$ cat config.mk
export PLATFORM = sky130hd
export DESIGN_NAME = tone_nav_sequencer
export DESIGN_NICKNAME = d
export VERILOG_FILES = /design/src/rtl/tone_nav_sequencer.sv
export SDC_FILE = /design/constraint.sdc
export NUM_CORES = 1
export LEC_CHECK = 0
export ABC_AREA = 1
export CELL_PAD_IN_SITES_DETAIL_PLACEMENT = 1
export CELL_PAD_IN_SITES_GLOBAL_PLACEMENT = 1
export CORE_UTILIZATION = 45
export DETAILED_ROUTE_END_ITERATION = 12
export PLACE_DENSITY_LB_ADDON = 0.1
export SLEW_MARGIN = 40
export SYNTH_ARGS = -nofsm -noshare
export SYNTH_HDL_FRONTEND = slang
export SYNTH_SLANG_ARGS = --single-unit
$ cat constraint.sdc
create_clock -name clk -period 4.9 [get_ports clk]
set_input_delay 0.98 -clock clk [delete_from_list [all_inputs] [get_ports clk]]
set_output_delay 0.98 -clock clk [all_outputs]
set_load 0.01 [all_outputs]
$ cat src/rtl/tone_nav_sequencer.sv
`default_nettype none
// ============================================================================
// Module  : tone_nav_sequencer
// Brief   : Arms tone detection, accepts one direction code, drives motors
//           for a code-specific time, cools down, then re-arms.
// Revision: 1.0
// ============================================================================
module tone_nav_sequencer #(
    parameter int unsigned STRAIGHT_CYC   = 50_000_000,
    parameter int unsigned TURN_CYC       = 25_000_000,
    parameter int unsigned BACK_CYC       = 50_000_000,
    parameter int unsigned COOLDOWN_CYC   = 5_000_000,
    parameter int unsigned LISTEN_TIMEOUT = 500_000_000,
    parameter int unsigned CNT_W          = 29
) (
    input  logic       clk,
    input  logic       rst,
    input  logic       run,
    input  logic       abort,
    input  logic [2:0] toneDir,
    output logic       enableToneDetection,
    output logic       motorL_en,
    output logic       motorR_en,
    output logic       motorL_dir,
    output logic       motorR_dir,
    output logic       busy,
    output logic [2:0] lastDir,
    output logic       moveDone,
    output logic       timeout
);

    generate
        if ((64'(STRAIGHT_CYC)   >= (64'd1 << CNT_W)) ||
            (64'(TURN_CYC)       >= (64'd1 << CNT_W)) ||
            (64'(BACK_CYC)       >= (64'd1 << CNT_W)) ||
            (64'(COOLDOWN_CYC)   >= (64'd1 << CNT_W)) ||
            (64'(LISTEN_TIMEOUT) >= (64'd1 << CNT_W))) begin : g_param_check
            $error("tone_nav_sequencer: a cycle parameter does not fit in CNT_W bits");
        end
    endgenerate

    // Zero-length durations are clamped to one cycle so every phase is observable.
    localparam logic [CNT_W-1:0] c_straight_ld = CNT_W'((STRAIGHT_CYC   > 0) ? STRAIGHT_CYC   - 1 : 0);
    localparam logic [CNT_W-1:0] c_turn_ld     = CNT_W'((TURN_CYC       > 0) ? TURN_CYC       - 1 : 0);
    localparam logic [CNT_W-1:0] c_back_ld     = CNT_W'((BACK_CYC       > 0) ? BACK_CYC       - 1 : 0);
    localparam logic [CNT_W-1:0] c_cool_ld     = CNT_W'((COOLDOWN_CYC   > 0) ? COOLDOWN_CYC   - 1 : 0);
    localparam logic [CNT_W-1:0] c_listen_last = CNT_W'((LISTEN_TIMEOUT > 0) ? LISTEN_TIMEOUT - 1 : 0);
    localparam logic [CNT_W-1:0] c_one         = CNT_W'(1);

    typedef enum logic [1:0] {
        S_IDLE     = 2'd0,
        S_LISTEN   = 2'd1,
        S_MOVE     = 2'd2,
        S_COOLDOWN = 2'd3
    } state_t;

    state_t           r_state;
    logic [CNT_W-1:0] r_cnt;
    logic             r_to_latch;
    logic             w_code_valid;

    assign w_code_valid = (toneDir >= 3'd1) && (toneDir <= 3'd4);

    function automatic logic [CNT_W-1:0] f_dur_ld(input logic [2:0] code);
        case (code)
            3'd1:       return c_straight_ld;
            3'd2, 3'd3: return c_turn_ld;
            3'd4:       return c_back_ld;
            default:    return '0;
        endcase
    endfunction

    // {left_dir, right_dir}; 1 = forward
    function automatic logic [1:0] f_dirs(input logic [2:0] code);
        case (code)
            3'd1:    return 2'b11;
            3'd2:    return 2'b01;
            3'd3:    return 2'b10;
            default: return 2'b00;
        endcase
    endfunction

    always_ff @(posedge clk) begin
        if (rst) begin
            r_state             <= S_IDLE;
            r_cnt               <= '0;
            r_to_latch          <= 1'b0;
            enableToneDetection <= 1'b0;
            motorL_en           <= 1'b0;
            motorR_en           <= 1'b0;
            motorL_dir          <= 1'b0;
            motorR_dir          <= 1'b0;
            busy                <= 1'b0;
            lastDir             <= 3'd0;
            moveDone            <= 1'b0;
            timeout             <= 1'b0;
        end else begin
            moveDone <= 1'b0;
            timeout  <= 1'b0;
            if (abort) begin
                r_state             <= S_IDLE;
                r_cnt               <= '0;
                enableToneDetection <= 1'b0;
                motorL_en           <= 1'b0;
                motorR_en           <= 1'b0;
                motorL_dir          <= 1'b0;
                motorR_dir          <= 1'b0;
                busy                <= 1'b0;
            end else begin
                case (r_state)
                    S_IDLE: begin
                        if (!run) begin
                            r_to_latch <= 1'b0;
                        end
                        if (run && !r_to_latch) begin
                            r_state             <= S_LISTEN;
                            r_cnt               <= '0;
                            enableToneDetection <= 1'b1;
                            busy                <= 1'b1;
                        end
                    end
                    S_LISTEN: begin
                        if (!run) begin
                            r_state             <= S_IDLE;
                            enableToneDetection <= 1'b0;
                            busy                <= 1'b0;
                        end else if (w_code_valid) begin
                            r_state                  <= S_MOVE;
                            r_cnt                    <= f_dur_ld(toneDir);
                            lastDir                  <= toneDir;
                            enableToneDetection      <= 1'b0;
                            motorL_en                <= 1'b1;
                            motorR_en                <= 1'b1;
                            {motorL_dir, motorR_dir} <= f_dirs(toneDir);
                        end else if (r_cnt == c_listen_last) begin
                            r_state             <= S_IDLE;
                            r_to_latch          <= 1'b1;
                            timeout             <= 1'b1;
                            enableToneDetection <= 1'b0;
                            busy                <= 1'b0;
                        end else begin
                            r_cnt <= r_cnt + c_one;
                        end
                    end
                    S_MOVE: begin
                        if (r_cnt == '0) begin
                            r_state    <= S_COOLDOWN;
                            r_cnt      <= c_cool_ld;
                            moveDone   <= 1'b1;
                            motorL_en  <= 1'b0;
                            motorR_en  <= 1'b0;
                            motorL_dir <= 1'b0;
                            motorR_dir <= 1'b0;
                        end else begin
                            r_cnt <= r_cnt - c_one;
                        end
                    end
                    S_COOLDOWN: begin
                        if (r_cnt != '0) begin
                            r_cnt <= r_cnt - c_one;
                        end else if (run) begin
                            r_state             <= S_LISTEN;
                            r_cnt               <= '0;
                            enableToneDetection <= 1'b1;
                        end else begin
                            r_state <= S_IDLE;
                            busy    <= 1'b0;
                        end
                    end
                    default: begin
                        r_state <= S_IDLE;
                        busy    <= 1'b0;
                    end
                endcase
            end
        end
    end

endmodule
`default_nettype wire

==> impl_metrics.env <==
export IMPL_status="finished clean"
export IMPL_drive_gt1_frac=0.08322
export IMPL_fin_setup_tns_ns=0
export IMPL_cts_root_buf="clkbuf_8"
export IMPL_finalCritPeriodShare=0.6565
export IMPL_drtAntennaViolNets=0
export IMPL_netlist_area_mm2=0.004125
export IMPL_dr_total_vias=4846
export IMPL_cp_end_kind="flop"
export IMPL_swShare=0.3368
export IMPL_place_area_mm2=0.004213
export IMPL_skew_ns=0.01178
export IMPL_rr_worst_depth=10
export IMPL_critPathBufInv=3
export IMPL_firstDrtPassIters=6
export IMPL_hold_slack_ns=0.4639
export IMPL_clock_sinks=42
export IMPL_synth_edf_count=0
export IMPL_crit_slowest_cell="clkinv_1"
export IMPL_regToRegEndpoint="r_cnt[5]"
export IMPL_peakVddDrop_mv=0.1052
export IMPL_cp_start_kind="primary input"
export IMPL_intPower_uw=545.6
export IMPL_crit_start="toneDir[1]"
export IMPL_io_buffer_count=17
export IMPL_cts_tree="built"
export IMPL_wire_per_inst_um=18.57
export IMPL_initial_core_util=0.4685
export IMPL_tightest_slew_ns=0.7694
export IMPL_clockPowerShare=0.367
export IMPL_synth_main_ff_cell="dfxtp_1"
export IMPL_max_stage_delay_ns=0.64
export IMPL_avgSynthCellArea_um2=5.471
export IMPL_antenna_found_initial=0
export IMPL_cap_violations=0
export IMPL_max_freq_mhz=310.9
export IMPL_critPathMaxFanout=19
export IMPL_final_cell_mix="nand2_1, nor2_1, inv_1"
export IMPL_drv_slew=0
export IMPL_ioPinCount=18
export IMPL_diodes=0
export IMPL_gr_usage_met1=0.4517
export IMPL_switchingPower_uw=277.0
export IMPL_async_reset_ff_frac=0
export IMPL_p_seq_frac=0.426
export IMPL_r2r_start="r_cnt[1]"
export IMPL_nets=753
export IMPL_combPwrFrac=0.206
export IMPL_cpLargestDelayFamily="buffers and inverters"
export IMPL_fp_coreArea_mm2=0.008806
export IMPL_die_h_um=97.75
export IMPL_route_detailed_drc=0
export IMPL_hold_viol=0
export IMPL_postCtsSetupRepairBufs=0
export IMPL_critical_path_cell_chain="clkdlybuf4s50_1, inv_1, nor2_1, nor2_2, nand2_2, clkinv_1, o21ai_0, nand3b_1, a21oi_1"
export IMPL_grt_pass1_wl_um=25810
export IMPL_final_common_cell="nand2_1"
export IMPL_crit_required_ns=5.11
export IMPL_synth_cell_types=33
export IMPL_p_per_area_mw_per_mm2=190.1
export IMPL_path_class="primary input to flop"
export IMPL_power_total_uw=822.6
export IMPL_grt_use_met2=0.6023
export IMPL_wl_um=15840
export IMPL_htree_levels=2
export IMPL_numCtsBuffers=5
export IMPL_synth_ff_latch_count=42
export IMPL_postCtsHoldBufs=0
export IMPL_cts_resized=0
export IMPL_use_met3=0.04223
export IMPL_hp_class="flop to flop"
export IMPL_rows=34
export IMPL_syn_inst=754
export IMPL_crit_path_end="r_to_latch"
export IMPL_die_area_mm2=0.009554
export IMPL_layout_cells_non_filler=853
export IMPL_rsz0062_at_grt="false"
export IMPL_setup_viol=0
export IMPL_fin_ws_ns=1.683
export IMPL_dp_hpwl_um=12030
export IMPL_drtIter0Drc=246
export IMPL_cts_max_path_buffers=2
export IMPL_relSlewSlack=0.4871
export IMPL_grt_util_all_layers=0.3458
export IMPL_whs_path_depth=2
export IMPL_cp_arrival_ns=3.43
export IMPL_area_growth_pct=4.883
export IMPL_place_ws_ns=1.320
export IMPL_fin_area_mm2=0.004327
export IMPL_synth_warnings=0
export IMPL_r2r_slack_ns=2.06
export IMPL_grt_busiest_layer="met2"
export IMPL_syn_nets=763
export IMPL_dp_cells=845
export IMPL_grt_pass1_vias=4895
export IMPL_yosysSeqAreaShare=0.2038
export IMPL_die_w_um=97.75
export IMPL_gp_congestion=0.9313
export IMPL_p_leak_nw=1.883
export IMPL_insertion_delay_ns=0.31
export IMPL_finalCriticalPeriod_ns=3.217
export IMPL_path_clk_slew_ns=0.10
export IMPL_grt_overflow=0
export IMPL_grt_max_degree=32
export IMPL_cp_num_cells=9
export IMPL_drt_vias_per_instance=5.681
export IMPL_postLayoutCoreUtil=0.4913
-- area by class of cell --
| class | count | area, µm² |
|---|---|---|
| clock buffer | 5 | 68.82 |
| clock inverter | 3 | 45.04 |
| fill | 1337 | 4479 |
| inverter | 68 | 255.2 |
| multi-input combinational | 609 | 2804 |
| sequential | 42 | 840.8 |
| tap | 108 | 135.1 |
| timing repair buffer | 18 | 177.7 |
-- sequential cells by signal, summed over array words and instances, names as in the netlist, named ones only --
signal and flops:
timeout 1, r_state 1, r_to_latch 1, r_cnt 29, enableToneDetection 1, motorR_dir 1
lastDir 3, motorL_dir 1, busy 1, moveDone 1, motorR_en 1
-- worst min-delay path by stage --
stage / to / start / slack [ns]
6_report: enableToneDetection / enableToneDetection / 0.46
5_1_grt: r_to_latch / r_to_latch / 0.48
3_5_place_dp: r_to_latch / r_to_latch / 0.45
3_3_place_gp: enableToneDetection / enableToneDetection / 0.44
2_1_floorplan: r_to_latch / r_to_latch / 0.43
4_1_cts: r_to_latch / r_to_latch / 0.47
-- Yosys cell counts, drive strengths merged, types with 3 or more instances --
cell type  count  area (µm²)
a21oi         42       247.7
buf           32       216.5
clkbuf         3       11.26
clkinv         3       11.26
dfxtp         42       840.8
inv           65       244.0
nand2        306        1189
nand3         49       272.8
nand3b         3       22.52
nand4         16       100.1
nor2         128       566.8
nor3           5       25.02
o211ai         3       22.52
o21ai         39       195.2
xor2          12       105.1
-- kinds of logic after synthesis --
family,share of synthesized area
AND/OR/NAND/NOR,0.5290
AO/OA/AOI/OAI,0.1165
flip-flops,0.2038
adder cells (fa/ha/maj),0.006065
buffers and inverters,0.1171
XOR/XNOR,0.02760
-- layer usage --
layer | share of wire | vias to the layer above
li1 | - | 2339
met1 | 0.44 | 2313
met2 | 0.47 | 160
met3 | 0.061 | 34
met4 | 0.023 | 0
met5 | 0 | -
-- power by group through the flow --
stage | Combinational [mW] | Sequential, mW | Clock [mW]
finish | 0.170 | 0.351 | 0.302
global route | 0.188 | 0.351 | 0.317
CTS | 0.168 | 0.351 | 0.307
detailed placement | 0.167 | 0.359 | 0
global placement | 0.162 | 0.358 | 0
floorplan | 0.121 | 0.356 | 0
-- worst register-to-register path: cells and delay by family (launching register included) --
family / cells / cell delay (ns)
compound gates: 1 / 0.06
buf+inv: 2 / 0.58
simple gates: 6 / 1.24
flops: 1 / 0.45
fa+ha+maj: 1 / 0.41
Power figures use the tool's default switching activity.
